<file path="config.mk">
export PLATFORM = sky130hd
export DESIGN_NAME = aes_uart_host
export DESIGN_NICKNAME = d
export VERILOG_FILES = /design/src/rtl/aes_uart_host.sv
export SDC_FILE = /design/constraint.sdc
export NUM_CORES = 1
export LEC_CHECK = 0
export CAP_MARGIN = 20
export CELL_PAD_IN_SITES_DETAIL_PLACEMENT = 0
export CELL_PAD_IN_SITES_GLOBAL_PLACEMENT = 2
export CORE_AREA = 10 10 252 254
export CTS_CLUSTER_DIAMETER = 100
export DETAILED_ROUTE_END_ITERATION = 8
export DIE_AREA = 0 0 262 264
export DONT_BUFFER_PORTS = 1
export PLACE_DENSITY_LB_ADDON = 0.1
export SKIP_CTS_REPAIR_TIMING = 1
export SYNTH_ARGS = -nofsm -noshare
export SYNTH_HDL_FRONTEND = slang
export SYNTH_SLANG_ARGS = --single-unit
</file>
<file path="constraint.sdc">
create_clock -name clk -period 2 [get_ports clk]
set_input_delay 0.1 -clock clk [delete_from_list [all_inputs] [get_ports clk]]
set_output_delay 0.1 -clock clk [all_outputs]
set_load 0.02 [all_outputs]
</file>
<file path="src/rtl/aes_uart_host.sv">
`default_nettype none
// ============================================================================
//  Module      : aes_uart_host
//  Description : Byte-serial host for a UART-attached AES engine. On start it
//                captures the key and plaintext. If requested it sends the 16
//                key bytes, then it sends the 16 plaintext bytes, byte 0
//                first. A fixed idle gap follows every byte. It then collects
//                the 16 ciphertext bytes returned by the engine. A stalled
//                response ends the transaction with a sticky timeout flag.
//  Revision    : 1.0 - initial release
// ----------------------------------------------------------------------------
//  Ports
//    clk          in   1  sole clock, rising edge
//    reset        in   1  asynchronous, active-low
//    start        in   1  transaction request, sampled only when idle
//    send_key     in   1  1 = key then plaintext, 0 = plaintext only
//    key          in   N  AES key, byte i at key[i*8 +: 8]
//    plaintext    in   N  block to encrypt, byte i at plaintext[i*8 +: 8]
//    tx_ready     in   1  byte transmitter idle
//    tx_start     out  1  byte transmit request
//    tx_data      out  8  byte presented to the transmitter
//    rx_valid     in   1  receiver valid level, rising edge = new byte
//    rx_data      in   8  received byte
//    busy         out  1  high whenever not idle
//    done         out  1  one-cycle pulse, ciphertext complete
//    ciphertext   out  N  response, byte i at ciphertext[i*8 +: 8]
//    timeout_err  out  1  sticky, cleared by the next accepted start
// ============================================================================
module aes_uart_host #(
  parameter int N              = 128,
  parameter int GAP_CYCLES     = 1000,
  parameter int TIMEOUT_CYCLES = 2000000
) (
  input  logic         clk,
  input  logic         reset,
  input  logic         start,
  input  logic         send_key,
  input  logic [N-1:0] key,
  input  logic [N-1:0] plaintext,
  input  logic         tx_ready,
  output logic         tx_start,
  output logic [7:0]   tx_data,
  input  logic         rx_valid,
  input  logic [7:0]   rx_data,
  output logic         busy,
  output logic         done,
  output logic [N-1:0] ciphertext,
  output logic         timeout_err
);

  localparam int c_NUM_FRAMES = N / 8;
  localparam int c_CNT_W      = $clog2(c_NUM_FRAMES + 1);
  localparam int c_GAP_RAW_W  = $clog2(GAP_CYCLES + 1);
  localparam int c_GAP_W      = (c_GAP_RAW_W > 10) ? c_GAP_RAW_W : 10;
  localparam int c_TO_RAW_W   = $clog2(TIMEOUT_CYCLES + 1);
  localparam int c_TO_W       = (c_TO_RAW_W > 21) ? c_TO_RAW_W : 21;

  localparam logic [c_CNT_W-1:0] c_ALL_FRAMES = c_CNT_W'(c_NUM_FRAMES);
  localparam logic [c_CNT_W-1:0] c_LAST_FRAME = c_CNT_W'(c_NUM_FRAMES - 1);
  localparam logic [c_CNT_W-1:0] c_CNT_ONE    = c_CNT_W'(1);
  localparam logic [c_GAP_W-1:0] c_GAP_END    = c_GAP_W'(GAP_CYCLES);
  localparam logic [c_GAP_W-1:0] c_GAP_ONE    = c_GAP_W'(1);
  localparam logic [c_TO_W-1:0]  c_TO_END     = c_TO_W'(TIMEOUT_CYCLES);
  localparam logic [c_TO_W-1:0]  c_TO_ONE     = c_TO_W'(1);

  typedef enum logic [2:0] {
    ST_IDLE       = 3'd0,
    ST_TX_ISSUE   = 3'd1,
    ST_TX_BUSY    = 3'd2,
    ST_TX_GAP     = 3'd3,
    ST_RX_COLLECT = 3'd4,
    ST_DONE       = 3'd5
  } state_t;

  state_t               r_state;
  state_t               w_next_state;
  logic [N-1:0]         r_key;
  logic [N-1:0]         r_pt;
  logic [N-1:0]         r_ct;
  logic                 r_phase_key;   // 1 = sending key bytes, 0 = plaintext
  logic [c_CNT_W-1:0]   r_tx_cnt;
  logic [c_CNT_W-1:0]   r_rx_cnt;
  logic [c_GAP_W-1:0]   r_gap_cnt;
  logic [c_TO_W-1:0]    r_to_cnt;
  logic                 r_tx_start;
  logic [7:0]           r_tx_data;
  logic                 r_tx_fell;     // transmitter has accepted the byte
  logic                 r_rx_valid_q;
  logic                 r_timeout_err;
  logic                 w_capture;
  logic                 w_gap_end;
  logic                 w_to_end;
  logic [7:0]           w_tx_byte;
  logic                 w_busy;
  logic                 w_done;

  assign w_capture = (r_state == ST_RX_COLLECT) && rx_valid && !r_rx_valid_q;
  assign w_gap_end = (r_gap_cnt == c_GAP_END);
  assign w_to_end  = (r_to_cnt == c_TO_END);

  // Byte selected by the current phase and transmit index.
  always_comb begin
    w_tx_byte = 8'h00;
    for (int i = 0; i < c_NUM_FRAMES; i++) begin
      if (r_tx_cnt == c_CNT_W'(i)) begin
        w_tx_byte = r_phase_key ? r_key[i*8 +: 8] : r_pt[i*8 +: 8];
      end
    end
  end

  // State register
  always_ff @(posedge clk or negedge reset) begin
    if (!reset) begin
      r_state <= ST_IDLE;
    end else begin
      r_state <= w_next_state;
    end
  end

  // Next-state decision and state-decoded outputs
  always_comb begin
    w_next_state = r_state;
    w_busy       = 1'b1;
    w_done       = 1'b0;
    case (r_state)
      ST_IDLE: begin
        w_busy = 1'b0;
        if (start) w_next_state = ST_TX_ISSUE;
      end
      ST_TX_ISSUE: begin
        if (tx_ready) w_next_state = ST_TX_BUSY;
      end
      ST_TX_BUSY: begin
        if (r_tx_fell && tx_ready) w_next_state = ST_TX_GAP;
      end
      ST_TX_GAP: begin
        if (w_gap_end) begin
          // A finished key phase rolls straight into the plaintext phase.
          if ((r_tx_cnt < c_ALL_FRAMES) || r_phase_key) begin
            w_next_state = ST_TX_ISSUE;
          end else begin
            w_next_state = ST_RX_COLLECT;
          end
        end
      end
      ST_RX_COLLECT: begin
        if (w_capture && (r_rx_cnt == c_LAST_FRAME)) begin
          w_next_state = ST_DONE;
        end else if (!w_capture && w_to_end) begin
          w_next_state = ST_IDLE;
        end
      end
      ST_DONE: begin
        w_done       = 1'b1;
        w_next_state = ST_IDLE;
      end
      default: begin
        w_busy       = 1'b0;
        w_next_state = ST_IDLE;
      end
    endcase
  end

  // Datapath: capture registers, counters, transmit handshake, response
  always_ff @(posedge clk or negedge reset) begin
    if (!reset) begin
      r_key         <= '0;
      r_pt          <= '0;
      r_ct          <= '0;
      r_phase_key   <= 1'b0;
      r_tx_cnt      <= '0;
      r_rx_cnt      <= '0;
      r_gap_cnt     <= '0;
      r_to_cnt      <= '0;
      r_tx_start    <= 1'b0;
      r_tx_data     <= 8'h00;
      r_tx_fell     <= 1'b0;
      r_rx_valid_q  <= 1'b0;
      r_timeout_err <= 1'b0;
    end else begin
      r_rx_valid_q <= rx_valid;
      case (r_state)
        ST_IDLE: begin
          if (start) begin
            r_key         <= key;
            r_pt          <= plaintext;
            r_phase_key   <= send_key;
            r_timeout_err <= 1'b0;
            r_tx_cnt      <= '0;
            r_rx_cnt      <= '0;
            r_gap_cnt     <= '0;
            r_to_cnt      <= '0;
            r_tx_fell     <= 1'b0;
          end
        end
        ST_TX_ISSUE: begin
          if (tx_ready) begin
            r_tx_start <= 1'b1;
            r_tx_data  <= w_tx_byte;
            r_tx_fell  <= 1'b0;
          end
        end
        ST_TX_BUSY: begin
          // Request is held until the transmitter goes busy, then the byte
          // is complete once it reports idle again.
          if (!r_tx_fell) begin
            if (!tx_ready) begin
              r_tx_start <= 1'b0;
              r_tx_fell  <= 1'b1;
            end
          end else if (tx_ready) begin
            r_tx_fell <= 1'b0;
            r_tx_cnt  <= r_tx_cnt + c_CNT_ONE;
            r_gap_cnt <= '0;
          end
        end
        ST_TX_GAP: begin
          if (w_gap_end) begin
            r_gap_cnt <= '0;
            if (r_tx_cnt == c_ALL_FRAMES) begin
              if (r_phase_key) begin
                r_phase_key <= 1'b0;
                r_tx_cnt    <= '0;
              end else begin
                r_to_cnt <= '0;
              end
            end
          end else begin
            r_gap_cnt <= r_gap_cnt + c_GAP_ONE;
          end
        end
        ST_RX_COLLECT: begin
          if (w_capture) begin
            r_rx_cnt <= r_rx_cnt + c_CNT_ONE;
            r_to_cnt <= '0;
          end else if (w_to_end) begin
            r_timeout_err <= 1'b1;
          end else begin
            r_to_cnt <= r_to_cnt + c_TO_ONE;
          end
        end
        default: begin
        end
      endcase

      for (int i = 0; i < c_NUM_FRAMES; i++) begin
        if (w_capture && (r_rx_cnt == c_CNT_W'(i))) begin
          r_ct[i*8 +: 8] <= rx_data;
        end
      end
    end
  end

  assign tx_start    = r_tx_start;
  assign tx_data     = r_tx_data;
  assign busy        = w_busy;
  assign done        = w_done;
  assign ciphertext  = r_ct;
  assign timeout_err = r_timeout_err;

endmodule
`default_nettype wire

</file>
==> impl_metrics.tcl, run 1 <==
set metrics [dict create \
    power.internal_mw 24.9 \
    rows 89 \
    pwr-share-seq 0.377 \
    drive_gt1_frac 0.415 \
    swShare 0.312 \
    hold_class "in -> async" \
    use_met2 0.287 \
    yosysSeqAreaShare 0.544 \
    netlist_instances 1575 \
    clock-sinks 441 \
    peakVddDrop_uv 826 \
    numCtsBuffers 53 \
    clkLatencyLatePin_ns 0.62 \
    die_w_um 262 \
    path_max_fanout 7 \
    final_common_cell "dfrtp_1" \
    place_area_mm2 0.0231 \
    final_cell_mix "437 x dfrtp_1, 407 x mux2_2, 268 x dlygate4sd3_1, 222 x buf_4, 93 x mux2i_1" \
    p_comb_frac 0.337 \
    ys_dominant_reg_cell "dfrtp_1" \
    slew_violations 0 \
    cts_tree "built" \
    dp_cells 2495 \
    fillers 5228 \
    use_met1 0.234 \
    rsz0062_at_grt "yes" \
    fin_nets 2359 \
    maxCapViolCount 0 \
    drt_iter0_drc 808 \
    synthesis.area_mm2 0.0203 \
    finalSetupTns_ns -4.30 \
    io_pins 410 \
    cp_slowest_cell "dfrtp_4" \
    yosys_warnings 0 \
    skew_ns 0.0200 \
    crit_family "compound AO/OA/AOI/OAI gates" \
    endpoint_kind "register" \
    synth.avg_cell_area_um2 12.9 \
    slew_headroom 0.255 \
    critPathRequiredTime_ns 2.49 \
    ant_nets 0 \
    met3_usage 0.0646 \
    fin_ws_ns -0.219 \
    port_buffers 0 \
    grt_util_all_layers 0.181 \
    design_area_mm2 0.0285 \
    instances_no_fill 2895 \
    syn_nets 1860 \
    die-area_mm2 0.0692 \
    violations "negative hold slack, negative setup slack" \
    cpPeakStageDelay_ns 0.54 \
    grt-busiest-layer "met2" \
    grt_overflow 0 \
    dr.pass1.iters 5 \
    synth_edf_count 0 \
    hold_viol 441 \
    arrival_ns 2.70 \
    async_flop_share 1.00 \
    gp_congestion 0.833 \
    fmax_ghz 0.451 \
    antenna_found_initial 5 \
    coreArea_mm2 0.0585 \
    die_h_um 264 \
    fin_crit_sh 1.11 \
    crit_path_cell_trace "buf_6, mux2_2, a32oi_2, o21ai_1, a221o_1, a2111oi_2, buf_4, o32ai_1" \
    grt_pass1_wl_um 94900 \
    dp_hpwl_um 49000 \
    area_delta_synth_final_pct 40.7 \
    power_leakage_nw 12.4 \
    htreeDepth 2 \
    vias_per_cell 5.07 \
    cts_root_buffer "clkbuf_16" \
    power.density_mw_per_mm2 1270 \
    routed_wl_um 67000 \
    startpoint_type "register" \
    holdWs_ns -0.808 \
    cts_buffer_depth 3 \
    critPathBufInv 2 \
    synth_seq_cells 441 \
    status "complete, but fails checks" \
    clk_pin_slew_worst_paths_ns 0.06 \
    p_sw_mw 11.3 \
    grt_max_degree 442 \
    crit_type "reg -> reg" \
    via_count 14700 \
    drc_errors 0 \
    worstMarginPinSlew_ns 1.12 \
    finalSetupViolations 29 \
    grt_pass1_vias 14000 \
    initial_core_util 0.347 \
    ys_types 76 \
    p_clk_frac 0.286 \
    wl_per_cell_um 23.1 \
    timing.final.crit_period_ns 2.22 \
]
## metal layers
| metal | up-vias | wire (µm) | share of wire |
|---|---|---|---|
| met5 | - | 0 | 0 |
| li1 | 6775 | - | - |
| met3 | 67 | 4100 | 0.061 |
| met2 | 366 | 31900 | 0.48 |
| met1 | 7462 | 29900 | 0.45 |
| met4 | 0 | 1090 | 0.016 |
## through the flow
step | setup WS, ns | util | total power [mW]
after floorplan | -0.0835 | - | 19.9
after global placement | -0.428 | 0.395 | 24.7
after detailed placement | -0.431 | 0.395 | 24.9
after CTS | -0.474 | 0.428 | 35.4
after global routing | -0.321 | 0.488 | 38.0
final | -0.219 | 0.488 | 36.2
## cells in the mapped netlist (6+ instances only)
| master | n | area share |
|---|---|---|
| a21oi_1 | 40 | 0.0099 |
| nand2_1 | 83 | 0.015 |
| mux2_2 | 407 | 0.23 |
| nand2b_1 | 13 | 0.0040 |
| a211oi_1 | 8 | 0.0030 |
| nand4_1 | 7 | 0.0022 |
| nor4_1 | 8 | 0.0025 |
| nor2_1 | 46 | 0.0085 |
| and3_1 | 14 | 0.0043 |
| nor2_2 | 12 | 0.0037 |
| dfrtp_1 | 441 | 0.54 |
| mux2i_1 | 96 | 0.047 |
| o221ai_1 | 10 | 0.0043 |
| ha_1 | 15 | 0.0092 |
| a31oi_1 | 11 | 0.0034 |
| o211ai_1 | 8 | 0.0030 |
| buf_2 | 43 | 0.011 |
| nor2b_1 | 11 | 0.0034 |
| a22oi_1 | 7 | 0.0026 |
| xor2_1 | 7 | 0.0030 |
| clkbuf_1 | 46 | 0.0085 |
| o31ai_1 | 16 | 0.0059 |
| inv_1 | 14 | 0.0026 |
| o22ai_1 | 9 | 0.0028 |
| nand3_1 | 28 | 0.0069 |
| nand3b_1 | 7 | 0.0026 |
| nor3_1 | 11 | 0.0027 |
| a221oi_1 | 6 | 0.0026 |
| o21ai_0 | 62 | 0.015 |
## power by group through the flow
stage	combinational, mW	sequential (mW)	clock, mW
6_report	12.2	13.6	10.3
5_1_grt	13.1	14.0	11.0
3_3_place_gp	11.1	13.6	0
4_1_cts	11.2	13.6	10.6
3_5_place_dp	11.2	13.7	0
2_1_floorplan	6.85	13.0	0
## cell type report
cell class              instances  area, µm²  share of cell area
clock buffers                  76       1530              0.0537
diodes                          5       12.5            0.000438
inverters                      14       52.6             0.00184
flip-flops and latches        441      11000               0.387
multi-input cells            1023       9340               0.327
well taps                     773        967              0.0339
clock inverters                22        373              0.0131
repair buffers                541       5230               0.183
## state kept, by name, indices dropped and copies added, names as in the netlist
| register | count |
|---|---|
| r_pt | 128 |
| r_rx_valid_q | 1 |
| r_key | 128 |
| r_gap_cnt | 10 |
| r_to_cnt | 21 |
| ciphertext | 128 |
| r_tx_cnt | 5 |
| r_rx_cnt | 5 |
| tx_start | 1 |
| r_tx_fell | 1 |
| timeout_err | 1 |
| r_phase_key | 1 |
| tx_data | 8 |
| r_state | 3 |
## worst paths after layout
path | start | end | slack (ns) | cells after the start
worst max-delay path | r_phase_key | tx_data[7] | -0.22 | 8
worst min-delay path | reset | r_pt[43] | -0.81 | 0
worst max register to register | r_phase_key | tx_data[7] | -0.22 | 8
worst min register to register | r_to_cnt[20] | r_to_cnt[20] | 0.50 | 1
max in group asynchronous | reset | r_gap_cnt[5] | 1.89 | 0
min in group clk | start | r_key[119] | 0.04 | 3
## kinds of logic after synthesis
family,share of synthesized area
muxes,0.273
DFF,0.544
adders and majority gates,0.00925
xor gates and xnor gates,0.00389
and+or+nand+nor,0.0751
buffers and inverters,0.0249
AOI/OAI and AO/OA,0.0698
Power figures use the tool's default switching activity.
==> run 2: changes to the inputs <==
--- a/config.mk
+++ b/config.mk
@@ -14,6 +14,7 @@
 export DIE_AREA = 0 0 262 264
 export DONT_BUFFER_PORTS = 1
 export PLACE_DENSITY_LB_ADDON = 0.1
+export REMOVE_ABC_BUFFERS = 1
 export SKIP_CTS_REPAIR_TIMING = 1
 export SYNTH_ARGS = -nofsm -noshare
 export SYNTH_HDL_FRONTEND = slang
==> run 2 against run 1 <==
Net effect:
- the flow finishes with violations (negative hold slack, max-slew violations, negative setup slack)
- setup slack got worse by 0.014 ns
- first-iteration DRC count fell by 7.2%
- sequential power barely moved
- sequential cell count did not move
- highest routed layer is now met5
==> impl_metrics.tcl, run 2 (same netlist as run 1, synthesis figures left out) <==
set metrics [dict create \
    critPathRequiredTime_ns 2.46 \
    fmax_ghz 0.448 \
    final_common_cell "dfrtp_1" \
    cp_slowest_cell "dfrtp_4" \
    fin_ws_ns -0.233 \
    p_sw_mw 10.8 \
    gp_congestion 0.783 \
    swShare 0.304 \
    dr.pass1.iters 4 \
    power.density_mw_per_mm2 1230 \
    clk_pin_slew_worst_paths_ns 0.06 \
    slew_violations 88 \
    worst-r2r-cell-count 8 \
    port_buffers 0 \
    numCtsBuffers 51 \
    die_w_um 262 \
    pwr-share-seq 0.384 \
    rows 89 \
    grt_overflow 0 \
    cts_root_buffer "clkbuf_16" \
    dp_hpwl_um 48200 \
    grt_pass1_vias 14300 \
    final_cell_mix "436 x dfrtp_1, 343 x mux2_2, 268 x dlygate4sd3_1, 220 x buf_4, 91 x mux2i_1" \
    hold_class "in -> async" \
    drc_errors 0 \
    grt_pass1_wl_um 95200 \
    routed_wl_um 67400 \
    path_max_fanout 6 \
    wl_per_cell_um 23.2 \
    critPathBufInv 2 \
    initial_core_util 0.347 \
    peakVddDrop_uv 868 \
    maxCapViolCount 0 \
    grt_util_all_layers 0.181 \
    power_mw 35.6 \
    timing.final.crit_period_ns 2.23 \
    power_leakage_nw 12.6 \
    fillers 5155 \
    finalSetupViolations 35 \
    fin_nets 2368 \
    hold_viol 441 \
    cpPeakStageDelay_ns 0.54 \
    coreArea_mm2 0.0585 \
    p_comb_frac 0.336 \
    worstMarginPinSlew_ns 1.60 \
    status "complete, but fails checks" \
    power.internal_mw 24.8 \
    violations "negative hold slack, max-slew violations, negative setup slack" \
    htreeDepth 2 \
    antenna_found_initial 6 \
    holdWs_ns -0.781 \
    crit_type "reg -> reg" \
    clock-sinks 441 \
    ant_nets 0 \
    clkLatencyLatePin_ns 0.60 \
    crit_family "compound AO/OA/AOI/OAI gates" \
    cp.depth 8 \
    startpoint_type "register" \
    via_count 14600 \
    fin_crit_sh 1.12 \
    grt_max_degree 442 \
    rsz0062_at_grt "yes" \
    io_pins 410 \
    cts_buffer_depth 3 \
    cts_tree "built" \
    slew_headroom -0.0653 \
    skew_ns 0.0200 \
    vias_per_cell 5.03 \
    die-area_mm2 0.0692 \
    area_delta_synth_final_pct 42.8 \
    p_clk_frac 0.280 \
    utilization 0.496 \
    drive_gt1_frac 0.422 \
    crit_path_cell_trace "buf_6, mux2_2, a32oi_1, o21ai_1, a221o_1, a2111oi_4, buf_4, o32ai_1" \
    drt_iter0_drc 750 \
    rrSetupSlack_ns -0.23 \
    arrival_ns 2.70 \
    endpoint_kind "register" \
    die_h_um 264 \
]
[run 2: cell count changes in the layout (fill, tap and decap cells not counted), moves of 3 or more]
cell	before	now
mux2_2	407	343
mux2_4	0	64
buf_6	16	27
clkinv_4	6	1
o21ai_1	19	15
o21ai_2	4	8
o22ai_1	9	5
o22ai_2	0	4
a211oi_2	4	1
mux2i_2	0	3
nand2_2	5	2
nor2_2	5	2
o221ai_2	0	3
[run 2: worst register-to-register path, delay by kind of cell (launching register included)]
kind	cells	cell delay [ns]
muxes	1	0.26
DFF	1	0.54
AOI/OAI and AO/OA	5	0.99
buffers and inverters	2	0.31
[run 2: worst paths after layout]
check,startpoint,end
max,r_phase_key,tx_data[7]
min,reset,r_key[88]
max reg2reg,r_phase_key,tx_data[7]
min reg2reg,r_pt[102],r_pt[102]
max in group asynchronous,reset,r_state[2]
min in group clk,tx_ready,r_gap_cnt[8]
[run 2: cell type report]
type / instances / area (µm²) / area share
flip-flops and latches: 441 / 11000 / 0.381
well taps: 773 / 967 / 0.0334
repair buffers: 552 / 5410 / 0.187
inverters: 14 / 52.6 / 0.00181
clock buffers: 78 / 1550 / 0.0535
clock inverters: 16 / 260 / 0.00898
multi-input cells: 1023 / 9680 / 0.334
diodes: 4 / 10.0 / 0.000345
[run 2: per-stage QoR]
step	setup slack [ns]	instances	cell area [µm²]	hold slack [ns]	TNS, ns
after floorplan	-5.93	1478	19800	-0.196	-1588.62
after global placement	-0.683	2503	23100	-0.174	-12.12
after detailed placement	-0.618	2503	23100	-0.176	-14.66
after CTS	-0.649	2597	24900	-0.827	-16.79
after global routing	-0.347	2899	29000	-0.813	-12.22
final	-0.233	2901	29000	-0.781	-4.63
[run 2: per-layer routing]
layer  global-route usage  wire [µm]  vias up
met3               0.0538       3950       75
met5                    0         34        -
met1                0.234      30100     7439
met4               0.0399        983        6
li1                     -          -     6774
met2                0.294      32300      297
[run 2: power by group through the flow]
stage	clock network [mW]	logic, mW	registers [mW]
2_1_floorplan	0	6.40	13.3
3_3_place_gp	0	10.4	13.8
3_5_place_dp	0	10.5	13.8
4_1_cts	10.3	10.6	13.6
5_1_grt	10.7	12.9	14.0
6_report	9.99	12.0	13.7
